==> src/rtl/wm8731_pkg.sv <==
// ============================================================================
// Module   : wm8731_pkg
// Brief    : Shared I2C state encoding and audio framing constants.
// Revision : 1.0
// ============================================================================
`default_nettype none

package wm8731_pkg;

    typedef enum logic [3:0] {
        IDLE  = 4'd0,
        START = 4'd1,
        ADDR  = 4'd2,
        ACK0  = 4'd3,
        HI    = 4'd4,
        ACK1  = 4'd5,
        LO    = 4'd6,
        ACK2  = 4'd7,
        STOP  = 4'd8
    } i2c_state_t;

    localparam int         c_bclk_half       = 8;
    localparam int         c_half_frame_bits = 32;
    localparam int         c_sample_w        = 16;
    localparam logic [6:0] c_def_dev_addr    = 7'h1A;

endpackage

`default_nettype wire

==> src/rtl/wm8731_if.sv <==
// ============================================================================
// Module   : wm8731_if
// Brief    : Control-word request and codec pin bundle.
// Revision : 1.0
// ============================================================================
`default_nettype none

interface wm8731_if;
    logic        InitialiseTransfer;
    logic [15:0] message;
    logic        SCLK;
    logic        SDIN;
    logic        MCLK;
    logic        BCLK;
    logic        DACLRC;
    logic        DACDAT;

    // master: the driver; slave: the requester/codec side
    modport master (
        input  InitialiseTransfer, message,
        output SCLK, SDIN, MCLK, BCLK, DACLRC, DACDAT
    );
    modport slave (
        output InitialiseTransfer, message,
        input  SCLK, SDIN, MCLK, BCLK, DACLRC, DACDAT
    );
endinterface

`default_nettype wire

==> src/rtl/wm8731_i2s_tx.sv <==
// ============================================================================
// Module   : wm8731_i2s_tx
// Brief    : Free-running MCLK/BCLK/DACLRC and I2S-format DACDAT generator.
//            AUDIO_SAWTOOTH_EN selects a per-frame sawtooth sample.
// Revision : 1.0
// ============================================================================
`default_nettype none

module wm8731_i2s_tx
    import wm8731_pkg::*;
(
    input  wire logic clk,
    input  wire logic rst_n,
    output logic      o_mclk,
    output logic      o_bclk,
    output logic      o_daclrc,
    output logic      o_dacdat
);

    localparam int c_div_w = $clog2(2 * c_bclk_half);
    localparam int c_bit_w = $clog2(c_half_frame_bits);
    localparam int c_idx_w = $clog2(c_sample_w);
    localparam logic [c_div_w-1:0] c_div_last = c_div_w'(2 * c_bclk_half - 1);
    localparam logic [c_bit_w-1:0] c_bit_last = c_bit_w'(c_half_frame_bits - 1);

    logic [c_div_w-1:0]    r_div;
    logic [c_bit_w-1:0]    r_bit;
    logic                  r_lrc;
    logic                  r_dat;
    logic [c_sample_w-1:0] r_sample;

    logic                  w_bclk_fall;
    logic [c_bit_w-1:0]    w_bit_next;
    logic [c_idx_w-1:0]    w_idx;
    logic                  w_dat_next;
    logic [c_sample_w-1:0] w_sample_next;

    // Slot 0 of each half-frame is the one-BCLK I2S delay; slots 1..16 carry MSB..LSB
    always_comb begin
        w_bclk_fall = (r_div == c_div_last);
        w_bit_next  = (r_bit == c_bit_last) ? '0 : r_bit + 1'b1;
        w_idx       = c_idx_w'(c_sample_w - int'(w_bit_next));
        w_dat_next  = 1'b0;
        if (w_bit_next != '0 && w_bit_next <= c_bit_w'(c_sample_w)) begin
            w_dat_next = r_sample[w_idx];
        end
`ifdef AUDIO_SAWTOOTH_EN
        w_sample_next = r_sample + 16'h0100;
`else
        w_sample_next = '0;
`endif
    end

    always_ff @(posedge clk) begin
        if (!rst_n) begin
            r_div    <= '0;
            r_bit    <= '0;
            r_lrc    <= 1'b0;
            r_dat    <= 1'b0;
            r_sample <= '0;
        end else begin
            r_div <= w_bclk_fall ? '0 : r_div + 1'b1;
            if (w_bclk_fall) begin
                r_bit <= w_bit_next;
                r_dat <= w_dat_next;
                if (r_bit == c_bit_last) begin
                    r_lrc <= ~r_lrc;
                    if (r_lrc) begin
                        r_sample <= w_sample_next;
                    end
                end
            end
        end
    end

    assign o_mclk   = r_div[1];
    assign o_bclk   = (r_div >= c_div_w'(c_bclk_half));
    assign o_daclrc = r_lrc;
    assign o_dacdat = r_dat;

endmodule

`default_nettype wire

==> src/rtl/wm8731_driver.sv <==
// ============================================================================
// Module   : wm8731_driver
// Brief    : WM8731 codec driver: I2C control-word writer plus I2S audio port.
//            AUDIO_SAWTOOTH_EN enables the sawtooth test sample.
// Revision : 1.0
// ============================================================================
`default_nettype none

module wm8731_driver
    import wm8731_pkg::*;
#(
    parameter int         I2C_QDIV = 32,
    parameter logic [6:0] DEV_ADDR = c_def_dev_addr
) (
    input  wire logic CLOCK50M,
    input  wire logic RESET,
    wm8731_if.master  bus
);

    localparam int               c_qw        = (I2C_QDIV > 1) ? $clog2(I2C_QDIV) : 1;
    localparam logic [c_qw-1:0]  c_qlast     = c_qw'(I2C_QDIV - 1);
    localparam logic [7:0]       c_addr_byte = {DEV_ADDR, 1'b0};

    i2c_state_t       r_state;
    i2c_state_t       w_state_next;
    logic [c_qw-1:0]  r_qcnt;
    logic [1:0]       r_quarter;
    logic [2:0]       r_bitcnt;
    logic             r_req_d;
    logic [15:0]      r_shift;
    logic [15:0]      r_pend_word;
    logic             r_pend;

    logic w_req_edge, w_qend, w_slot_end, w_byte_end, w_restart, w_data_state;
    logic w_bit, w_sclk, w_sdin;

    always_comb begin
        w_req_edge   = bus.InitialiseTransfer & ~r_req_d;
        w_qend       = (r_qcnt == c_qlast);
        w_slot_end   = w_qend && (r_quarter == 2'd3);
        w_byte_end   = w_slot_end && (r_bitcnt == 3'd7);
        w_restart    = (r_state == STOP) && w_slot_end && (r_pend || w_req_edge);
        w_data_state = (r_state == ADDR) || (r_state == HI) || (r_state == LO);
    end

    always_ff @(posedge CLOCK50M) begin
        if (!RESET) begin
            r_state <= IDLE;
        end else begin
            r_state <= w_state_next;
        end
    end

    always_comb begin
        w_state_next = r_state;
        case (r_state)
            IDLE:  if (w_req_edge) w_state_next = START;
            START: if (w_slot_end) w_state_next = ADDR;
            ADDR:  if (w_byte_end) w_state_next = ACK0;
            ACK0:  if (w_slot_end) w_state_next = HI;
            HI:    if (w_byte_end) w_state_next = ACK1;
            ACK1:  if (w_slot_end) w_state_next = LO;
            LO:    if (w_byte_end) w_state_next = ACK2;
            ACK2:  if (w_slot_end) w_state_next = STOP;
            STOP:  if (w_slot_end) w_state_next = w_restart ? START : IDLE;
            default: w_state_next = IDLE;
        endcase
    end

    // Bit slot: q0 data change with SCLK low, q1-q2 SCLK high, q3 SCLK low
    always_comb begin
        case (r_state)
            ADDR:    w_bit = c_addr_byte[~r_bitcnt];
            HI:      w_bit = r_shift[{1'b1, ~r_bitcnt}];
            LO:      w_bit = r_shift[{1'b0, ~r_bitcnt}];
            default: w_bit = 1'b1;
        endcase
        w_sclk = 1'b1;
        w_sdin = 1'b1;
        case (r_state)
            START: begin
                w_sclk = (r_quarter != 2'd3);
                w_sdin = (r_quarter == 2'd0);
            end
            ADDR, HI, LO: begin
                w_sclk = (r_quarter == 2'd1) || (r_quarter == 2'd2);
                w_sdin = w_bit;
            end
            ACK0, ACK1, ACK2: begin
                w_sclk = (r_quarter == 2'd1) || (r_quarter == 2'd2);
                w_sdin = 1'b1;
            end
            STOP: begin
                w_sclk = (r_quarter != 2'd0);
                w_sdin = r_quarter[1];
            end
            default: begin
                w_sclk = 1'b1;
                w_sdin = 1'b1;
            end
        endcase
    end

    always_ff @(posedge CLOCK50M) begin
        if (!RESET) begin
            r_qcnt      <= '0;
            r_quarter   <= '0;
            r_bitcnt    <= '0;
            r_req_d     <= 1'b0;
            r_shift     <= '0;
            r_pend_word <= '0;
            r_pend      <= 1'b0;
        end else begin
            r_req_d <= bus.InitialiseTransfer;
            if (r_state == IDLE) begin
                r_qcnt    <= '0;
                r_quarter <= '0;
                r_bitcnt  <= '0;
            end else begin
                r_qcnt <= w_qend ? '0 : r_qcnt + 1'b1;
                if (w_qend) r_quarter <= r_quarter + 2'd1;
                if (w_slot_end) r_bitcnt <= w_data_state ? r_bitcnt + 3'd1 : 3'd0;
            end
            // A request arriving on the last STOP clock supersedes any pending word
            if (r_state == IDLE && w_req_edge) begin
                r_shift <= bus.message;
            end else if (w_restart) begin
                r_shift <= w_req_edge ? bus.message : r_pend_word;
                r_pend  <= 1'b0;
            end else if (w_req_edge) begin
                r_pend      <= 1'b1;
                r_pend_word <= bus.message;
            end
        end
    end

    assign bus.SCLK = w_sclk;
    assign bus.SDIN = w_sdin;

    wm8731_i2s_tx u_i2s_tx (
        .clk      (CLOCK50M),
        .rst_n    (RESET),
        .o_mclk   (bus.MCLK),
        .o_bclk   (bus.BCLK),
        .o_daclrc (bus.DACLRC),
        .o_dacdat (bus.DACDAT)
    );

endmodule

`default_nettype wire

==> src/flat_wrapper.sv <==
// flat-port wrapper written by rule: the top's interface ports become plain ports
module wm8731_driver_flat import wm8731_pkg::*;
#(
    parameter int         I2C_QDIV = 32,
    parameter logic [6:0] DEV_ADDR = c_def_dev_addr
)
  (CLOCK50M, RESET, bus_InitialiseTransfer, bus_message, bus_SCLK, bus_SDIN, bus_MCLK, bus_BCLK, bus_DACLRC, bus_DACDAT);
  wm8731_if bus_i ();
  input  wire logic CLOCK50M;
  input  wire logic RESET;
  input wire logic [$bits(bus_i.InitialiseTransfer)-1:0] bus_InitialiseTransfer;
  input wire logic [$bits(bus_i.message)-1:0] bus_message;
  output wire logic [$bits(bus_i.SCLK)-1:0] bus_SCLK;
  output wire logic [$bits(bus_i.SDIN)-1:0] bus_SDIN;
  output wire logic [$bits(bus_i.MCLK)-1:0] bus_MCLK;
  output wire logic [$bits(bus_i.BCLK)-1:0] bus_BCLK;
  output wire logic [$bits(bus_i.DACLRC)-1:0] bus_DACLRC;
  output wire logic [$bits(bus_i.DACDAT)-1:0] bus_DACDAT;
  assign bus_i.InitialiseTransfer = bus_InitialiseTransfer;
  assign bus_i.message = bus_message;
  assign bus_SCLK = bus_i.SCLK;
  assign bus_SDIN = bus_i.SDIN;
  assign bus_MCLK = bus_i.MCLK;
  assign bus_BCLK = bus_i.BCLK;
  assign bus_DACLRC = bus_i.DACLRC;
  assign bus_DACDAT = bus_i.DACDAT;
  wm8731_driver #(.I2C_QDIV(I2C_QDIV), .DEV_ADDR(DEV_ADDR)) u_core (.CLOCK50M(CLOCK50M), .RESET(RESET), .bus(bus_i));
endmodule
==> config.mk <==
export PLATFORM = sky130hd
export DESIGN_NAME = wm8731_driver_flat
export DESIGN_NICKNAME = d
export VERILOG_FILES = /design/src/rtl/wm8731_pkg.sv /design/src/rtl/wm8731_if.sv /design/src/rtl/wm8731_i2s_tx.sv /design/src/rtl/wm8731_driver.sv /design/src/flat_wrapper.sv
export SDC_FILE = /design/constraint.sdc
export NUM_CORES = 1
export LEC_CHECK = 0
export ABC_CLOCK_PERIOD_IN_PS = 2700
export CAP_MARGIN = 20
export CORE_MARGIN = 5
export CORE_UTILIZATION = 56
export DETAILED_ROUTE_END_ITERATION = 6
export PLACE_DENSITY = 0.78
export SETUP_SLACK_MARGIN = 0.15
export SYNTH_ARGS = -nofsm -noshare
export SYNTH_HDL_FRONTEND = slang
export SYNTH_SLANG_ARGS = --single-unit
==> constraint.sdc <==
create_clock -name CLOCK50M -period 2.7 [get_ports CLOCK50M]
set_clock_uncertainty 0.1 [all_clocks]
set_input_delay 0.405 -clock CLOCK50M [delete_from_list [all_inputs] [get_ports CLOCK50M]]
set_output_delay 0.405 -clock CLOCK50M [all_outputs]
set_load 0.02 [all_outputs]
# [Word level (Yosys, flattened, before mapping)]
# Memory sizes are Yosys's and may differ from the RTL's.
# Index checks and enable logic that the tools add are counted.
[classes] addsub=6 n_bitwise=7 reduce_logical=25 n_eq_ne=25 order_cmp=6 muxes=28
[ops] op="$mux 16" n=3
[ops] op="$mux 4" n=9
[ops] op="$pmux 4 s9" n=1
[ops] op="$ne 2x1->1 const B" n=9
[ops] op="$eq 4x3->1 const B" n=4
[ops] op="$add 5x1->5 const B" n=2
[ops] op="$eq 5x5->1 const B" n=2
[ops] op="$lt 4x5->1 const B" n=2
[ops] op="$pmux 1 s3" n=3
[ops] op="$reduce_and 9->1" n=1
[ops] op="$eq 4x2->1 const B" n=2
[ops] op="$eq 4x4->1 const B" n=2
[ops] op="$mux 1" n=8
[ops] op="$bmux 1 s3" n=2
[ops] op="$logic_and 1x1->1" n=6
[ops] op="$reduce_and 2->1" n=3
[ops] op="$reduce_bool 2->1" n=3
[ops] op="$reduce_or 3->1" n=2
[ops] op="$reduce_or 6->1" n=1
[ops] op="$le 5x5->1 const B" n=1
[ops] op="$lt 3x5->1 const B" n=1
[ops] op="$mux 5" n=1
[ops] op="$not 1->1" n=5
[ops] op="$reduce_bool 5->1" n=1
[ops] op="18 further kinds" n=23
[totals] rom_bits=24 out_inout_bits=6 word_cells=111 n_memories=2 register_bits=59
[memory_table] memory="(name not given)" depth=16 word_bits=1 rd=1 rd_clocked_by_memory_dff=0 write_ports=0 line="wm8731_i2s_tx.sv:45" rtl="w_dat_next = r_sample[w_idx];"
[memory_table] memory="(name not given)" depth=8 word_bits=1 rd=1 rd_clocked_by_memory_dff=0 write_ports=0 line="wm8731_driver.sv:73" rtl="ADDR: w_bit = c_addr_byte[~r_bitcnt];"

# [Logic depth before layout (Yosys ltp)]
[logic_depth] word_depth=7 ltp_mapped=11

# [By module]
# Synthesis repeated with hierarchy kept, for this count alone.
[unflattened] hier_cells=286 area_unflattened_um2=2862.7
[by_module_without_submodules] module="wm8731_driver" seq_area_each_um2=960.9 area_per_inst_um2=2364.8 instances=1 cells_per_inst=236
[by_module_without_submodules] module="wm8731_i2s_tx" seq_area_each_um2=200.2 area_per_inst_um2=498.0 instances=1 cells_per_inst=50

# [Least setup slack after synthesis]
# Ideal clock, no wire load.
[synth_path] path_type="reg-to-reg" from="register u_core.r_qcnt[0]" to="register u_core.r_shift[10]" setup_time_ns=0.086 period_less_slack_ns=2.473 arrival_ns=2.288 slack_ns=0.227 n_path_buf=4 stages_incl_launch_ff=12 path_cell_list="dfxtp_1 > ha_1 > and3_1 > ha_1 > clkbuf_1 > and2_1 > and3_1 > buf_2 > or2_2 > buf_2 > buf_2 > a211oi_1"
[synth_between] elab_chain_cells=5
[synth_rtl] item="from (decl)" line="wm8731_driver.sv:26" rtl="logic [c_qw-1:0] r_qcnt;"
[synth_rtl] item="from (signal assigned)" line="wm8731_driver.sv:120" rtl="r_qcnt <= w_qend ? '0 : r_qcnt + 1'b1;"
[synth_rtl] item="$eq 5x5->1" line="wm8731_driver.sv:39" rtl="w_qend = (r_qcnt == c_qlast);"
[synth_rtl] item="$logic_and 1x1->1" line="wm8731_driver.sv:40" rtl="w_slot_end = w_qend && (r_quarter == 2'd3);"
[synth_rtl] item="$logic_and 1x1->1 (2 in a row)" line="wm8731_driver.sv:42" rtl="w_restart = (r_state == STOP) && w_slot_end && (r_pend || w_req_edge);"
[synth_rtl] item="$reduce_bool 2->1 (no line)"
[synth_rtl] item="to (signal assigned)" line="wm8731_driver.sv:126" rtl="r_shift <= bus.message;"
[synth_rtl] item="to (signal assigned)" line="wm8731_driver.sv:128" rtl="r_shift <= w_req_edge ? bus.message : r_pend_word;"
[synth_rtl] item="to (decl)" line="wm8731_driver.sv:30" rtl="logic [15:0] r_shift;"
# No other way between the ends.
# A chain may end at the register's enable or synchronous reset.

# [Worst setup path after layout]
[layout_path] from="register u_core.r_bitcnt[0]" to="output bus_SDIN"
[layout_between] elab_chain_cells=5 word_cells_on_any_way=9 classes_between="mux (7); bitwise (1); memory (1)"
[layout_rtl] item="from (decl)" line="wm8731_driver.sv:28" rtl="logic [2:0] r_bitcnt;"
[layout_rtl] item="from (signal assigned)" line="wm8731_driver.sv:122" rtl="if (w_slot_end) r_bitcnt <= w_data_state ? r_bitcnt + 3'd1 : 3'd0;"
[layout_rtl] item="$not 3->3 *" line="wm8731_driver.sv:73, wm8731_driver.sv:74, wm8731_driver.sv:75"
[layout_rtl] item="$mem_v2 8x1, or another cell as far along"
[layout_rtl] item="$mux 1 (on tied branches)" line="wm8731_driver.sv:73, wm8731_driver.sv:74, wm8731_driver.sv:75"
[layout_rtl] item="$pmux 1 s3 *" line="wm8731_driver.sv:72" rtl="case (r_state)"
[layout_rtl] item="$pmux 1 s3 *" line="wm8731_driver.sv:80" rtl="case (r_state)"
[layout_rtl] item="to (decl)" line="flat_wrapper.sv:14" rtl="output wire logic [$bits(bus_i.SDIN)-1:0] bus_SDIN;"
# Every way passes the cells marked *; elsewhere a longest branch is shown, timed or not. The select of a mux whose other input is x is not followed.

==> out/results.ini <==
[synth]
synth.distinct_cells=43
synth_nets=320
synth.top_cell.area_share=0.4163
netlist_area_sq_um=2789
ys_ff_latch=58
syn_inst=290
yosys_warnings=0
synthTopCellsByArea=dfxtp_1 (42%), mux2i_1 (14%), ha_1 (4.9%), a211oi_1 (4.8%), nor3_1 (4.3%)
yosysSeqAreaShare=0.4163
synth.largest_area_cell=dfxtp_1
syn_avg_cell_area_sq_um=9.617

[power]
p_comb_frac=0.271
switching_share=0.3118
p_leak_nw=1.243
power.density_nw_per_um2=740.7
p_clk_frac=0.303
peakVddDrop_mv=0.3949
p_switching_uw=755.6
p_int_mw=1.668
sequentialPowerShare=0.426

[worst_setup_path]
critPathLaunch=u_core.r_bitcnt[0]
critical_path_class=reg2out
cp_max_fo=7
worst-r2r-cell-count=7
rr_startpoint=u_core.r_qcnt[0]
worstPathArrival_ps=1940
crit_path_start_kind=flip-flop
required_ps=2190
end_kind=primary output

[cts]
clock-sinks=58
clkSlewWorstSetupHoldPaths_ps=60
root_buffer=clkbuf_8
clockBufferDepth=2
cts-hold-fix-buffers=0
cts_tree=built
clk_latency_ps=330
numCtsBuffers=9
cts_max_level=3

[placement]
dpl.hpwl_microns=3813
dpl.cell_count=368
io_buffers=23
gp_congestion=0.8906

[flow_run]
maxCapViolations=0

[route]
drtIter0Drc=153
vias=2178
drc_errors=0
vias_per_cell=5.672
routed_wl_microns=5505
wl_per_cell_microns=14.34
ant_nets=0
first_pass_iters=4

[die]
initial_core_util=0.5827
placementRows=25
die_w_microns=80.57
die_h_microns=80.57
io_pins=25
core_sq_um=4786
die-area_sq_um=6492

[sta]
tns_ps=0
setup_viol=0
rsz0062_at_grt=no
worstMarginPinSlew_ps=695.5
fmax_mhz=408.7
hold_violations=0
relSlewSlack=0.5349
drv_slew=0
holdWs_ps=356.1
finalCritPeriodShare=0.9062
post-route-min-period_ps=2447

[final_layout]
instances_no_fill=384
area_growth_pct=17.32
nets=342
fill_cells=403
drive_above_1_share=0.1293
final_cell_mix=dfxtp_1 (54), mux2i_1 (39), nor2_1 (28)
antenna_cells=0
final_common_cell=dfxtp_1

[grt]
antenna_found_initial=0
grt_pass1_vias=2010
grt_use_total=0.1851
grt_pass1_wl_microns=9246
grt_max_degree=32
grt-ovfl-total=0

[hold_path]
hold_class=reg2reg
hold_path_depth=1
hold_start=u_core.r_qcnt[0]

[outcome]
status=complete, no violations

-- what timing repair did --
action,4_1_cts,5_1_grt
gates resized for setup,4,5
pin swaps,0,0
buffers inserted,0,0
setup endpoints to repair,2,1
gates cloned,0,0
-- sequential cells by signal (all words and copies together), names as in the netlist --
name and cells:
u_core.r_bitcnt 3, u_core.r_pend 1, u_core.r_pend_word 16, u_core.r_qcnt 5, u_core.r_quarter 2, u_core.r_req_d 1
u_core.r_shift 16, u_core.r_state 4, u_core.u_i2s_tx.o_daclrc 1, u_core.u_i2s_tx.r_bit 5, u_core.u_i2s_tx.r_div 4
-- worst max-delay path: stages (launching register included) --
cell             delay [ps]
dfxtp_4                 380
mux4_2                  330
mux2i_1                  60
or4_1                   400
nand3_1                 130
clkdlybuf4s15_1         310
-- routing by layer --
metal  vias to the layer above  global-route usage  share of wire
li1                       1101                   -              -
met1                      1009              0.2314           0.46
met2                        62              0.2897           0.47
met3                         6             0.05605          0.061
met4                         0             0.08784          0.010
met5                         -                   0              0
-- through the flow --
stage	total power [mW]	cell area [sq um]	setup slack, ps	util
global placement	1.706	3080	212.2	0.6437
floorplan	1.531	2789	226.6	-
CTS	2.438	3264	170.3	0.6821
finish	2.423	3272	253.3	0.6837
detailed placement	1.716	3080	160.3	0.6437
global route	2.563	3272	165.3	0.6837
-- cells in the mapped netlist (all sizes together) --
master and instances:
a211o 1, or4 6, nand4 3, xnor2 3, a22oi 1, dfxtp 58
a21oi 10, mux4 4, nor2b 2, mux2i 39, nor4b 1, o31ai 3
o21ai 6, o32ai 1, a211oi 18, o311ai 1, ha 11, xor2 2
a311o 1, nand2 7, nor3b 2, nor3 24, buf 12, or2 3
o22ai 1, conb 1, a31oi 1, o211a 2, nand3 5, clkinv 1
clkbuf 11, and3 6, and2 2, or4b 2, nor4 1, inv 8
nor2 29, o211ai 1
-- power groups by stage --
stage,logic [mW],clock network (mW),registers (mW)
3_3_place_gp,0.655,0,1.05
3_5_place_dp,0.666,0,1.05
6_report,0.658,0.734,1.03
2_1_floorplan,0.495,0,1.04
5_1_grt,0.718,0.801,1.04
4_1_cts,0.656,0.749,1.03
-- path summary, 6_finish.rpt --
path | slack (ps) | end
max reg2reg | 350 | u_core.r_shift[6]
min | 360 | u_core.r_qcnt[0]
min reg2reg | 360 | u_core.r_qcnt[0]
max | 250 | bus_SDIN
-- layout make-up --
cell class,instances,area [sq um],share of cell area
Clock buffer,14,172.7,0.05277
Clock inverter,2,10.01,0.003059
Inverter,9,33.78,0.01033
Multi-Input combinational cell,200,1479,0.4520
Sequential cell,58,1169,0.3572
Tap cell,67,83.83,0.02562
Timing Repair Buffer,34,324.1,0.09904
-- logic make-up after synthesis --
| group | Yosys count | synth area share |
|---|---|---|
| xor gates and xnor gates | 5 | 0.01570 |
| other | 1 | 0.001345 |
| and+or+nand+nor | 93 | 0.1745 |
| DFF | 58 | 0.4163 |
| adders and majority gates | 11 | 0.04935 |
| AOI/OAI and AO/OA | 47 | 0.1153 |
| muxes | 43 | 0.1723 |
| buffers and inverters | 32 | 0.05518 |
(Power assumes the default switching activity.)
